File: src/rtl/cyborg65r2_freq_decim_if.sv
// Output-side valid/ready stream of the frequency decimator.
// The master drives window sums; the slave consumes them.
interface cyborg65r2_freq_decim_if;
  logic        out_valid;
  logic        out_ready;
  logic [18:0] out_data;

  modport master (output out_valid, output out_data, input out_ready);
  modport slave  (input out_valid, input out_data, output out_ready);
endinterface

File: src/rtl/cyborg65r2_freq_decim.sv
// Frequency decimator: sums per-sample encoder count differences over 2^dec_sel samples
// and queues each window sum in a small FIFO. All flops update on the falling CCO edge.
module cyborg65r2_freq_decim #(
  parameter int DEPTH = 4
) (
  input  logic                   clk,
  input  logic                   resetb,
  input  logic [11:0]            count_enc,
  input  logic                   enable,
  input  logic [2:0]             dec_sel,
  input  logic                   clear_ovf,
  cyborg65r2_freq_decim_if.master out_if,
  output logic [$clog2(DEPTH):0] fifo_level,
  output logic                   ovf
);

  localparam int AW = $clog2(DEPTH);
  localparam logic [AW:0] FULL_LVL = (AW+1)'(DEPTH);

  typedef enum logic [1:0] {IDLE, PRIME, ACCUM} state_t;

  state_t          state;
  logic [1:0]      rst_sync;
  logic            rst_n;
  logic [2:0]      n_sel;
  logic [6:0]      smp_cnt;
  logic [6:0]      n_last;
  logic [11:0]     prev;
  logic [11:0]     diff;
  logic [18:0]     acc;
  logic [18:0]     win_sum;
  logic            push;

  logic [18:0]     mem [DEPTH];
  logic [AW-1:0]   wr_ptr;
  logic [AW-1:0]   rd_ptr;
  logic [AW:0]     level_next;
  logic            full;
  logic            pop;
  logic            do_push;
  logic            drop;
  logic            valid_q;

  // Reset asserts immediately but releases only after two falling edges.
  always_ff @(negedge clk or negedge resetb) begin
    if (!resetb) rst_sync <= 2'b00;
    else         rst_sync <= {rst_sync[0], 1'b1};
  end

  assign rst_n = rst_sync[1];

  // Last sample index of a window is 2^n_sel - 1, formed without an 8-bit intermediate.
  always_comb begin
    n_last  = ~(7'h7f << n_sel);
    diff    = count_enc - prev;
    win_sum = acc + {7'd0, diff};
    push    = (state == ACCUM) && enable && (smp_cnt == n_last);
  end

  always_ff @(negedge clk or negedge rst_n) begin
    if (!rst_n) begin
      state   <= IDLE;
      n_sel   <= 3'd0;
      prev    <= 12'd0;
      acc     <= 19'd0;
      smp_cnt <= 7'd0;
    end else if (!enable) begin
      state   <= IDLE;
      prev    <= 12'd0;
      acc     <= 19'd0;
      smp_cnt <= 7'd0;
    end else begin
      case (state)
        IDLE: begin
          state <= PRIME;
          n_sel <= dec_sel;
        end
        PRIME: begin
          prev  <= count_enc;
          state <= ACCUM;
        end
        ACCUM: begin
          prev <= count_enc;
          if (push) begin
            acc     <= 19'd0;
            smp_cnt <= 7'd0;
          end else begin
            acc     <= win_sum;
            smp_cnt <= smp_cnt + 7'd1;
          end
        end
        default: state <= IDLE;
      endcase
    end
  end

  // A full FIFO still accepts a word if the head leaves on the same edge.
  always_comb begin
    full       = (fifo_level == FULL_LVL);
    pop        = valid_q && out_if.out_ready;
    do_push    = push && (!full || pop);
    drop       = push && full && !pop;
    level_next = fifo_level + {{AW{1'b0}}, do_push} - {{AW{1'b0}}, pop};
  end

  always_ff @(negedge clk or negedge rst_n) begin
    if (!rst_n) begin
      for (int i = 0; i < DEPTH; i++) mem[i] <= 19'd0;
      wr_ptr     <= '0;
      rd_ptr     <= '0;
      fifo_level <= '0;
      valid_q    <= 1'b0;
      ovf        <= 1'b0;
    end else begin
      if (do_push) begin
        mem[wr_ptr] <= win_sum;
        wr_ptr      <= wr_ptr + AW'(1);
      end
      if (pop) rd_ptr <= rd_ptr + AW'(1);
      fifo_level <= level_next;
      valid_q    <= (level_next != '0);
      if (drop)           ovf <= 1'b1;
      else if (clear_ovf) ovf <= 1'b0;
    end
  end

  assign out_if.out_valid = valid_q;
  assign out_if.out_data  = mem[rd_ptr];

endmodule

File: src/flat_wrapper.sv
// flat-port wrapper written by rule: the top's interface ports become plain ports
module cyborg65r2_freq_decim_flat 
#(
  parameter int DEPTH = 4
)
  (clk, resetb, count_enc, enable, dec_sel, clear_ovf, fifo_level, ovf, out_if_out_valid, out_if_out_data, out_if_out_ready);
  cyborg65r2_freq_decim_if out_if_i ();
  input  logic clk;
  input  logic resetb;
  input  logic [11:0] count_enc;
  input  logic enable;
  input  logic [2:0] dec_sel;
  input  logic clear_ovf;
  output logic [$clog2(DEPTH):0] fifo_level;
  output logic ovf;
  output wire logic [$bits(out_if_i.out_valid)-1:0] out_if_out_valid;
  output wire logic [$bits(out_if_i.out_data)-1:0] out_if_out_data;
  input wire logic [$bits(out_if_i.out_ready)-1:0] out_if_out_ready;
  assign out_if_out_valid = out_if_i.out_valid;
  assign out_if_out_data = out_if_i.out_data;
  assign out_if_i.out_ready = out_if_out_ready;
  cyborg65r2_freq_decim #(.DEPTH(DEPTH)) u_core (.clk(clk), .resetb(resetb), .count_enc(count_enc), .enable(enable), .dec_sel(dec_sel), .clear_ovf(clear_ovf), .out_if(out_if_i), .fifo_level(fifo_level), .ovf(ovf));
endmodule
File: config.mk
export PLATFORM = sky130hd
export DESIGN_NAME = cyborg65r2_freq_decim_flat
export DESIGN_NICKNAME = d
export VERILOG_FILES = /design/src/rtl/cyborg65r2_freq_decim_if.sv /design/src/rtl/cyborg65r2_freq_decim.sv /design/src/flat_wrapper.sv
export SDC_FILE = /design/constraint.sdc
export NUM_CORES = 1
export LEC_CHECK = 0
export ABC_AREA = 0
export CAP_MARGIN = 20
export CORE_MARGIN = 3
export CORE_UTILIZATION = 60
export CTS_BUF_LIST = sky130_fd_sc_hd__clkbuf_2
export DETAILED_ROUTE_END_ITERATION = 10
export PLACE_DENSITY = 0.81
export SYNTH_ARGS = -nofsm -noshare
export SYNTH_HDL_FRONTEND = slang
export SYNTH_SLANG_ARGS = --single-unit
export TNS_END_PERCENT = 30
File: constraint.sdc
create_clock -name clk -period 11.5 [get_ports clk]
set_clock_uncertainty 0.2 [all_clocks]
set_input_delay 2.3 -clock clk [delete_from_list [all_inputs] [get_ports clk]]
set_output_delay 2.3 -clock clk [all_outputs]
set_load 0.01 [all_outputs]
After elaboration in Yosys (flattened, before gate mapping)

Cells that the tools add are included.

Logic and storage cells: 69
Output and inout bits: 24
Register bits after elaboration: 130
Input bits: 20

Equal/unequal tests: 7
Reductions and logical operators: 15
Shift operators: 1
Muxes and demuxes: 18
Bitwise logic cells: 3
Add/sub/neg operators: 7
Magnitude comparators: 3

Operators by type and width:

| operator                                                    | number |
|---|---|
| 2-to-1 mux 19 bit                                           | 6 |
| bitwise mux 76 bit                                          | 1 |
| binary-select mux 19 bit (select 2 bit)                     | 1 |
| demux 19 bit (select 2 bit)                                 | 1 |
| 2-to-1 mux 12 bit                                           | 2 |
| 2-to-1 mux 7 bit                                            | 3 |
| adder 19 x 12 -> 19 bit                                     | 1 |
| subtractor 12 bit                                           | 1 |
| adder 7 x 1 -> 7 bit (second input constant)                | 1 |
| == test 7 bit                                               | 1 |
| logical AND 1 bit                                           | 7 |
| inverter 7 bit                                              | 1 |
| << shifter 7 x 3 -> 7 bit (first input constant)            | 1 |
| greater-or-equal comparator 3 bit (second input constant)   | 2 |
| inverter 2 -> 3 bit                                         | 2 |
| case mux 2 bit (3 select lines)                             | 1 |
| adder 2 x 1 -> 2 bit (second input constant)                | 2 |
| inequality test 2 bit (second input constant)               | 2 |
| adder 3 x 1 -> 3 bit                                        | 1 |
| == test 3 bit (second input constant)                       | 1 |
| less-than comparator 3 x 1 -> 1 bit (second input constant) | 1 |
| nonzero test 3 bit                                          | 1 |
| subtractor 3 x 1 -> 3 bit                                   | 1 |
| == test 2 x 1 -> 1 bit (second input constant)              | 1 |
| other kinds (10)                                            | 12 |

Longest topological paths before layout

Depth in word-level cells: 8
Depth in mapped cells: 18
Gate-level depth less buffers: 17

==> parameters.txt <==
Parameter                              Value

Outcome
  Status ... completed

Worst setup path
  Worst reg2reg setup slack ... 7.53 ns
  Type of origin of the critical path ... primary input
  Worst R2R End ... u_core.mem[73]
  Worst Setup SP ... count_enc[0]
  Reg2reg start ... u_core.prev[1]
  R2R depth ... 15
  Setup Crit Path Kind ... primary input to flop
  Data arrival, critical path ... 5.83 ns
  CP max FO ... 5
  Worst setup EP type ... flop
  Required time at the endpoint of the critical path ... 5.99 ns
  Worst setup path endpoint ... u_core.mem[73]

Logic synthesis
  Synth Register Bits ... 130
  Distinct cells, synth ... 58
  FFs w/ async S/R, synth ... 100%
  Parity-gate share of the synthesized area counting xor and xnor cells ... 3.62%
  Proportion of synthesized area in mux cells ... 20.4%
  Share of the synthesized area in the top cell type ... 46.3%
  Arithmetic-cell share of the synthesized area counting full adders, half adders and majority gates ... 6.91%
  Most area-hungry cell type in the Yosys netlist ... dfrtn_1
  Mapped cell area ... 0.00702 sq mm
  Number of enable flip-flop cells after synthesis ... 0
  Syn Area/Cell ... 11.9 sq um
  Part of the Yosys area used for sequential elements ... 46.3%
  Main combinational cell family by area after synthesis ... multiplexers
  Compound-gate portion of the synthesized area ... 10.5%
  Synth Area in Simple Gates ... 8.60%
  Top post-synthesis cells by area ... dfrtn_1 46%, mux2_2 11%, mux4_2 6.1%, ha_1 6.1%, xnor2_1 2.7%
  Syn nets ... 645
  Warnings from Yosys ... 0
  Syn Inst Count ... 588
  Commonest register cell after synthesis ... dfrtn_1

Clocking
  Number of buffers between clock root and the deepest sink ... 2
  Later-pin clock latency in the skew report ... 0.60 ns
  Maximum level of the CTS H-tree ... 4
  Number of buffers created by CTS ... 17
  TritonCTS clock tree ... built
  Clock-pin slew of the registers on the worst-case setup and hold paths ... 0.13 ns
  Cell at the root of the clock tree ... clkbuf_2
  Number of clock sinks ... 130

Power and ir drop
  Power per standard cell area ... 154 mW/mm^2
  Worst ir drop on vdd ... 188 uV
  Reported leakage power ... 3.90 nW
  Overall power consumption ... 0.00125 W

Floorplan
  Cell Rows ... 38
  DIE HEIGHT ... 114 um
  Die Footprint ... 0.0130 sq mm
  Initial Utilization ... 63.1%
  Die X ... 114 um
  IO Count ... 44
  Area of the core ... 0.0111 sq mm

Flow run
  MaxCap Viol Count ... 0

Layout
  Share of layout cells above drive strength 1 ... 27.3%
  Post-synthesis to final-layout area growth ... 16.0%
  Final instance area ... 0.00815 sq mm
  Final net count ... 730
  Area of the multi-input gates ... 0.00357 sq mm
  Sequential Area ... 0.00325 sq mm
  Filler Cell Count ... 799
  Number of diodes ... 0

Worst hold path
  Type of the worst min-delay path ... flop to async pin

STA
  Max-slew violation count ... 0
  Setup-violating endpoint count in the final report ... 0
  Count of final hold-check violations ... 0
  Remaining max-slew budget at the tightest pin ... 34.8%
  Worst slew pin tran ... 0.978 ns
  Setup repair after global routing missed its margin ... no

Placement
  Number of buffers inserted by port buffering ... 43
  Weighted congestion reported at the end of routability-driven placement ... 0.938
  Placed wire-length estimate ... 10500 um
  Placed instance area ... 0.00788 sq mm

GRT
  Pin count of the biggest net entering global routing ... 53
  Number of antenna violations at the first check in global routing ... 0
  GR Overflow Total ... 0
  Via count of the first global-routing pass ... 5125
  Global Route Usage Sum ... 24.2%
  Wire length of the first global-routing pass ... 24900 um

Routing
  Routed wirelength normalized by instance count ... 17.8 um
  Average via count per standard cell ... 5.93
  Detailed-routing iteration count for the pre-antenna-repair pass ... 5
  Total wire length ... 14700 um
  DR iter-0 viols ... 246
  Count of unresolved DRC violations after routing ... 0
  Via count ... 4896
  Antenna viol nets, final ... 0
## placed cells by master (no fill, tap or decap), types with 3 or more instances in the layout
master	n
a31oi_1	5
o21ai_0	16
clkinv_1	4
o21a_1	4
clkinv_2	3
nand3_1	17
and3_1	6
xnor2_1	22
xor2_1	6
or3_1	3
a21oi_2	7
inv_6	3
nor2b_1	18
inv_1	30
nand2_1	28
nor2_1	15
nand2b_1	8
mux4_2	19
mux2_2	70
o211ai_1	5
a22o_1	17
buf_4	51
ha_1	33
mux2_1	5
nor3_1	4
a211o_1	3
a21oi_1	22
nand4_1	5
mux2i_1	16
dfrtn_1	130
a21o_1	7
clkbuf_2	17
nor4_1	3
clkdlybuf4s50_1	42
## repair_timing
item | in CTS | in global routing
hold buffers | 0 | 0
resized for setup | 0 | 10
setup buffers | 0 | 1
endpoints found under the setup margin | 0 | 46
## how the worst min path moves through the flow
| stage | startpoint | end | slack [ns] | cells after the start |
|---|---|---|---|---|
| 2_1_floorplan | u_core.rst_sync[0] | u_core.rst_sync[1] | 0.09 | 0 |
| 3_3_place_gp | u_core.rst_sync[1] | u_core.mem[35] | 0.03 | 1 |
| 3_5_place_dp | u_core.rst_sync[1] | u_core.mem[54] | 0.04 | 1 |
| 4_1_cts | u_core.rst_sync[1] | u_core.mem[50] | 0.04 | 1 |
| 5_1_grt | u_core.rst_sync[1] | u_core.mem[49] | 0.08 | 1 |
| 6_report | u_core.rst_sync[1] | u_core.mem[12] | 0.02 | 1 |
## synthesized netlist by cell type, drive strengths merged, types with 2 or more instances
master  instances
ha             34
a21oi          29
o31a            2
nor3            4
inv            30
xnor2          22
a21o            7
mux4           19
nand3b          2
o21a            4
nand3          17
dfrtn         130
nor2           15
nand2b          8
buf            17
xor2            7
o21ai          19
nand4           5
nor4            3
a22o           17
clkbuf         11
nand2          28
fa              3
a31oi           5
and3            7
a211oi          3
a211o           3
nor2b          18
o22ai           2
mux2i          16
or3             3
a21boi          2
mux2           75
o211ai          5
## sequential cells by signal, summed over array words and instances (netlist names)
name / count
u_core.wr_ptr: 2
u_core.rd_ptr: 2
u_core.state: 2
u_core.n_sel: 3
u_core.prev: 12
u_core.out_if.out_valid: 1
u_core.acc: 19
u_core.ovf: 1
u_core.rst_sync: 2
u_core.smp_cnt: 7
u_core.fifo_level: 3
u_core.mem: 76
## layout make-up
class	count	share of cell area [%]
clock buffers	17	1.04
clock inverters	15	1.72
inverters	30	1.38
multi-input cells	400	43.8
flip-flops and latches	130	39.9
well taps	140	2.15
repair buffers	94	10.0
## per-layer routing
layer  up-vias  share of wire (%)  global-route usage [%]
met5         -                  0                       0
met4         0                1.1                    6.02
met3        14                4.0                    5.66
met2        94                 52                    41.4
met1      2480                 43                    31.3
li1       2308                  -                       -
## worst max-delay path: stages
cell             delay, ns
clkdlybuf4s50_1       0.43
inv_1                 0.08
ha_2                  0.18
inv_1                 0.05
fa_2                  0.33
a21o_1                0.17
a21oi_2               0.13
o211ai_1              0.12
a31o_2                0.28
a21oi_2               0.15
xnor2_1               0.09
ha_1                  0.34
and3_4                0.20
nor2b_1               0.17
a21oi_2               0.11
a211oi_2              0.24
xor2_1                0.17
mux2_2                0.30
## power breakdown
part	total [W]	switching, W	internal [W]
logic	0.000438	0.000223	0.000215
registers	0.000543	0.0000494	0.000494
clock network	0.000272	0.000174	0.0000978
## logic make-up after synthesis
kind of cell	Yosys count
flops	130
simple gates	116
mux	110
compound gates	107
buf+inv	58
fa+ha+maj	37
xor+xnor	29
other cells	1
## per-stage QoR
stage	utilization [%]	hold slack, ns	setup WS [ns]	setup TNS (ns)	instances
2_1_floorplan	-	0.0917	0.00661	0	588
3_3_place_gp	70.9	0.0308	-0.543	-22.18	793
3_5_place_dp	70.9	0.0425	-0.634	-28.37	793
4_1_cts	72.9	0.0388	0.0300	0	825
5_1_grt	73.3	0.0763	0.00407	0	826
6_report	73.3	0.0173	0.167	0	826
No activity file was read; power rests on OpenSTA's default activity.
